File: src/rtl/uart_rx.sv
// 8-bit UART receiver (LSB first, 1 stop bit) with resync-after-reset and break handling.
// Define UART_RX_PARITY_EN for 8E1 frames with an even-parity check; the default build is 8N1.
module uart_rx #(
    parameter int CLK_FREQ  = 100_000_000,
    parameter int BAUD_RATE = 115200
) (
    input  logic       clk,
    input  logic       rst_n,
    input  logic       rx,
    output logic [7:0] RX_data,
    output logic       byte_done,
    output logic       frame_err,
    output logic       parity_err,
    output logic       rx_busy
);
    localparam int CLKS_PER_BIT = CLK_FREQ / BAUD_RATE;
    localparam int CNT_W        = $clog2(CLKS_PER_BIT);
    localparam logic [CNT_W-1:0] CNT_MID = CNT_W'(CLKS_PER_BIT / 2 - 1);
    localparam logic [CNT_W-1:0] CNT_END = CNT_W'(CLKS_PER_BIT - 1);

    typedef enum logic [2:0] {
        S_RESYNC,
        S_IDLE,
        S_START,
        S_DATA,
`ifdef UART_RX_PARITY_EN
        S_PARITY,
`endif
        S_STOP,
        S_BREAK
    } state_t;

    state_t           state;
    logic             rx_meta, rx_s;
    logic [CNT_W-1:0] cnt;
    logic [2:0]       bit_idx;
    logic [7:0]       shift;
    logic             armed;
    logic             par_bad;

    always_ff @(posedge clk) begin
        if (!rst_n) begin
            rx_meta <= 1'b1;
            rx_s    <= 1'b1;
        end else begin
            rx_meta <= rx;
            rx_s    <= rx_meta;
        end
    end

`ifdef UART_RX_PARITY_EN
    logic par_bit;
    assign par_bad = par_bit ^ (^shift);
`else
    assign par_bad    = 1'b0;
    assign parity_err = 1'b0;
`endif

    assign rx_busy = (state != S_IDLE);

    always_ff @(posedge clk) begin
        if (!rst_n) begin
            state     <= S_RESYNC;
            cnt       <= '0;
            bit_idx   <= '0;
            shift     <= '0;
            armed     <= 1'b0;
            RX_data   <= '0;
            byte_done <= 1'b0;
            frame_err <= 1'b0;
`ifdef UART_RX_PARITY_EN
            par_bit    <= 1'b0;
            parity_err <= 1'b0;
`endif
        end else begin
            byte_done <= 1'b0;
            frame_err <= 1'b0;
`ifdef UART_RX_PARITY_EN
            parity_err <= 1'b0;
`endif
            case (state)
                // A full bit period of high must be seen and then confirmed by one more
                // high sample, so a single '1' data bit can never look like idle line.
                S_RESYNC: begin
                    if (!rx_s) begin
                        cnt   <= '0;
                        armed <= 1'b0;
                    end else if (armed) begin
                        state <= S_IDLE;
                        armed <= 1'b0;
                        cnt   <= '0;
                    end else if (cnt == CNT_END) begin
                        armed <= 1'b1;
                    end else begin
                        cnt <= cnt + 1'b1;
                    end
                end
                S_IDLE: begin
                    if (!rx_s) begin
                        state <= S_START;
                        cnt   <= '0;
                    end
                end
                S_START: begin
                    if (cnt == CNT_MID) begin
                        cnt <= '0;
                        if (rx_s) begin
                            state <= S_IDLE;
                        end else begin
                            state   <= S_DATA;
                            bit_idx <= '0;
                        end
                    end else begin
                        cnt <= cnt + 1'b1;
                    end
                end
                S_DATA: begin
                    if (cnt == CNT_END) begin
                        cnt            <= '0;
                        shift[bit_idx] <= rx_s;
                        if (bit_idx == 3'd7) begin
`ifdef UART_RX_PARITY_EN
                            state <= S_PARITY;
`else
                            state <= S_STOP;
`endif
                        end else begin
                            bit_idx <= bit_idx + 1'b1;
                        end
                    end else begin
                        cnt <= cnt + 1'b1;
                    end
                end
`ifdef UART_RX_PARITY_EN
                S_PARITY: begin
                    if (cnt == CNT_END) begin
                        cnt     <= '0;
                        par_bit <= rx_s;
                        state   <= S_STOP;
                    end else begin
                        cnt <= cnt + 1'b1;
                    end
                end
`endif
                // Leaving at mid-stop-bit leaves half a bit to catch a back-to-back start edge.
                S_STOP: begin
                    if (cnt == CNT_END) begin
                        cnt <= '0;
`ifdef UART_RX_PARITY_EN
                        parity_err <= par_bad;
`endif
                        if (!rx_s) begin
                            frame_err <= 1'b1;
                            state     <= S_BREAK;
                        end else begin
                            state <= S_IDLE;
                            if (!par_bad) begin
                                RX_data   <= shift;
                                byte_done <= 1'b1;
                            end
                        end
                    end else begin
                        cnt <= cnt + 1'b1;
                    end
                end
                S_BREAK: begin
                    if (rx_s) state <= S_IDLE;
                end
                default: state <= S_RESYNC;
            endcase
        end
    end
endmodule

File: config.mk
export PLATFORM = sky130hd
export DESIGN_NAME = uart_rx
export DESIGN_NICKNAME = d
export VERILOG_FILES = /design/src/rtl/uart_rx.sv
export SDC_FILE = /design/constraint.sdc
export NUM_CORES = 1
export LEC_CHECK = 0
export CORE_MARGIN = 3
export CORE_UTILIZATION = 40
export DETAILED_ROUTE_END_ITERATION = 8
export PLACE_DENSITY = 0.55
export SYNTH_ARGS = -nofsm -noshare
export SYNTH_HDL_FRONTEND = slang
export SYNTH_SLANG_ARGS = --single-unit
File: constraint.sdc
create_clock -name clk -period 4.8 [get_ports clk]
set_clock_uncertainty 0.15 [all_clocks]
set_input_delay 0.48 -clock clk [delete_from_list [all_inputs] [get_ports clk]]
set_output_delay 0.48 -clock clk [all_outputs]
set_load 0.03 [all_outputs]
# == Yosys cells after proc, flatten, opt, wreduce, memory -nomap -nowiden ==
# Index checks and enable logic that the tools add are counted.
# classes
n_shift,0
bitwise,0
n_addsub,2
eq_ne,20
mul,0
div_mod_pow,0
n_reduce_logical,11
n_lt_le_gt_ge,2
muxes,31
# ops
op,n
10-bit 2-to-1 mux,6
10-bit one-hot mux with 4 select lines,1
3-bit 2-to-1 mux,13
2-bit inequality test (second input constant),10
3-bit one-hot mux with 6 select lines,1
10-bit by 1-bit adder with 10-bit output (second input constant),1
10-bit == test (second input constant),1
10-bit by 9-bit == test with 1-bit output (second input constant),1
3-bit == test (second input constant),3
3-bit AND reduction,3
8-bit bitwise mux,1
8-bit AND reduction,1
3-bit by 2-bit == test with 1-bit output (second input constant),2
1-bit 2-to-1 mux,6
3-bit one-hot mux with 2 select lines,1
5-bit AND reduction,1
3-bit by 4-bit < comparator with 1-bit output (second input constant),1
4-bit inequality test (second input constant),1
4-bit nonzero test,1
3-bit by 1-bit adder with 3-bit output (second input constant),1
1-bit demux with 3-bit select,1
3-bit by 1-bit == test with 1-bit output (second input constant),1
3-bit by 1-bit greater-or-equal comparator with 1-bit output (second input constant),1
3-bit zero test,1
6 further kinds,6
# totals
latchBits,0
register_bits,37
wordCells,76
ram_bits,0
rom_bits,0
n_memories,0

# == Depth between registers and ports, before layout ==
# logic_depth
depth_word,5
mapped_depth,8
mapped_depth_nobuf,7

# == Least setup slack after synthesis ==
# Ideal clock, no wire load.
# synth_path
path_type,reg-to-reg
startpoint,register cnt[0]
endpoint,register cnt[3]
setup_ps,138
path_stages_with_launch,8
synth_period_minus_slack_ps,2009
n_path_buf,1
t_arrival_ps,1721
path_slack_ps,2791
path_cell_list,dfxtp_1 ha_1 nor4bb_1 nor3b_4 a2111oi_4 buf_2 o2111ai_1 o221ai_1
# synth_via
elab_chain_cells,5
word_cells_on_any_way,11
classes_between,add/sub (1); eq/ne (3); mux (6); reduce/logical (1)
# synth_rtl
element,line_no,source
"start, declared",35,logic [CNT_W-1:0] cnt;
"start signal, assigned",95,cnt <= cnt + 1'b1;
"start signal, assigned",114,cnt <= cnt + 1'b1;
"start signal, assigned",131,cnt <= cnt + 1'b1;
10-bit by 1-bit adder with 10-bit output,-,
10-bit 2-to-1 mux,92,end else if (cnt == CNT_END) begin
10-bit 2-to-1 mux,88,end else if (armed) begin
10-bit 2-to-1 mux,85,if (!rx_s) begin
10-bit one-hot mux with 4 select lines,81,case (state)
# Parallel ways exist; a longest one is shown, timed or not. The select of a mux whose other input is x is not followed.
# A chain may end at the register's enable or synchronous reset.

# == Final worst setup path ==
# layout_path
startpoint,register state[0]
endpoint,output rx_busy
# layout_via
elab_chain_cells,1
# layout_rtl
element,line_no,source
"start, declared",33,state_t state;
"start signal, assigned",63,state <= S_RESYNC;
"start signal, assigned",89,state <= S_IDLE;
"start signal, assigned",100,state <= S_START;
3-bit by 1-bit inequality test with 1-bit output,59,assign rx_busy = (state != S_IDLE);
"end, declared",14,output logic rx_busy
# Every way passes these cells.

==> results.cfg <==
[sta]
hold_ws_ps = 261
period_needed_ps = 2750
rsz0062_at_grt = no
fmax_ghz = 0.364
maxSlewViolCount = 0
fin_setup_tns_ps = 0
tightest_slew_ps = 863
finalSetupViolations = 0
hold_viol_final = 0
fin_crit_sh_pct = 57.3
maxSlewHeadroom_pct = 42.4
layout_setup_ws_ps = 2050

[clock_tree]
clock_latency_ps = 290
post_cts_buffers = 0
cts_buffers = 5
htree_levels = 2
path_clk_slew_ps = 70
cts_sinks = 37
cts_buffer_depth = 2
postCtsHoldBufs = 0
cts-resized-gates = 0
cts_root_buf = clkbuf_8
tritoncts = built

[die]
die_area_mm2 = 0.00608
die_h_um = 78.0
die_w_um = 78.0
coreArea_mm2 = 0.00488
ios = 15
start_util_pct = 42.5
rows = 25

[worst_setup_path]
critPathKind = reg2out
cp-start-kind = flop
cp_slowest_cell = dfxtp_1
cp-end-kind = output pin
cpLargestDelayFamily = buffers and inverters
path_buf_inv = 2
path_max_fanout = 11
crit_cells = 3
cp.required_ps = 4170
max_stage_delay_ps = 590
crit_chain = inv_1, or3_1, clkdlybuf4s50_1
cp.arrival_ps = 2120
ff2ff_path_depth = 5

[drt]
first_pass_iters = 4
drc = 0
avgViaCountPerCell = 5.38
drt-initial-drc-count = 95
drt_wl_total_um = 4260
vias = 1679
routed_wire_length_per_instance_um = 13.6
antenna_left = 0

[layout]
final_cell_area_mm2 = 0.00232
utilization_pct = 47.5
diodes = 0
layout-drive-gt1-share_pct = 8.16
nNetsFinal = 251
n_fill_cell = 514
area.growth.synth_to_final_pct = 11.8

[outcome]
outcome = finished clean

[global_routing]
antenna_found_initial = 0
grt_pass1_wl_um = 7400
grt_max_degree = 28
track_usage_pct = 15.0
grt_pass1_vias = 1525
grt_overflow = 0

[logic_synthesis]
yosys-top-cells-area = dfxtp_1, mux2i_1, nor2_1
synth_edf_count = 0
ys_ff_latch = 37
synth_top_cell_by_area = dfxtp_1
yosysSeqAreaShare_pct = 35.7
synth.avg_cell_area_um2 = 8.75
synth_area_mm2 = 0.00207
yosys_warnings = 0
synth_top_area_share_pct = 35.7
yosysUniqueCellTypes = 52
synth_most_common_cell = dfxtp_1
async_flop_share_pct = 0
synth_fp_nets = 244
synth_flop_cell = dfxtp_1
synth_cells = 237
synthTopCellsByCount = dfxtp_1, nor2_1, nand2_1

[power]
p_leak_nw = 0.895
peakVddDrop_mv = 0.157
pwr_density_cell_mw_per_mm2 = 266

[placed_design]
gp_congestion = 0.796
preCtsSetupSlack_ps = 1820
place_area_mm2 = 0.00220
port_buffers = 13
dp.final_hpwl_um = 2940

[run]
maxCapViolCount = 0

[min_path]
min_path_cells = 1
min_path_type = reg2reg
[cells by family after synthesis]
logic type,share of synthesized area [%]
other cells,0.181
flops,35.7
fa+ha+maj,2.41
compound gates,16.8
simple gates,30.0
mux,8.21
buf+inv,6.70
[path summary, 6_finish.rpt]
kind,slack [ps],end,startpoint
min reg2reg,260,rx_s,rx_meta
max reg2reg,2300,cnt[2],state[2]
min,260,rx_s,rx_meta
max,2050,rx_busy,state[0]
[final cells by class]
cell class	instances	area, µm²	share of cell area, %
Clock inverter	2	37.5	1.62
Inverter	11	41.3	1.78
Multi-Input combinational cell	175	1190	51.5
Timing Repair Buffer	14	138	5.94
Clock buffer	6	82.6	3.56
Sequential cell	37	741	32.0
Tap cell	67	83.8	3.62
[report_power, final]
part	switching, W	total [W]	internal (W)
sequential	0.00000427	0.000314	0.000310
combinational	0.0000137	0.0000217	0.00000792
clock	0.000112	0.000281	0.000169
total	0.000130	0.000617	0.000486
[placed cells by master, fill, tap and decap left out, types with 3 or more instances in the layout]
cell type,synthesis,routed
dfxtp_1,37,37
mux2i_1,17,17
o21ai_0,4,4
o211ai_1,4,4
inv_1,10,10
nor2_1,31,31
o221ai_1,3,3
ha_1,4,4
nand4b_1,5,5
nor3_1,3,3
nand3_1,16,16
nand2b_1,5,5
clkbuf_8,3,6
o2111ai_1,12,12
nand2_1,20,20
clkdlybuf4s50_1,0,13
or3_1,3,3
a21oi_1,11,11
[per-layer routing]
| layer | track usage, % | vias up | share of wire (%) |
|---|---|---|---|
| li1 | - | 884 | - |
| met1 | 21.4 | 765 | 52 |
| met2 | 22.2 | 25 | 44 |
| met3 | 3.48 | 5 | 3.0 |
| met4 | 5.24 | 0 | 1.2 |
| met5 | 0 | - | 0 |
[sequential cells by signal, summed over array words and instances (netlist names)]
| register | flops |
|---|---|
| cnt | 10 |
| byte_done | 1 |
| rx_s | 1 |
| state | 3 |
| bit_idx | 3 |
| shift | 8 |
| RX_data | 8 |
| rx_meta | 1 |
| frame_err | 1 |
| armed | 1 |
[through the flow]
step | total power, W | std cells
floorplan | 0.000338 | 237
global placement | 0.000343 | 304
detailed placement | 0.000343 | 304
CTS | 0.000623 | 312
global route | 0.000642 | 312
finish | 0.000617 | 312
No activity file was read; power rests on OpenSTA's default activity.
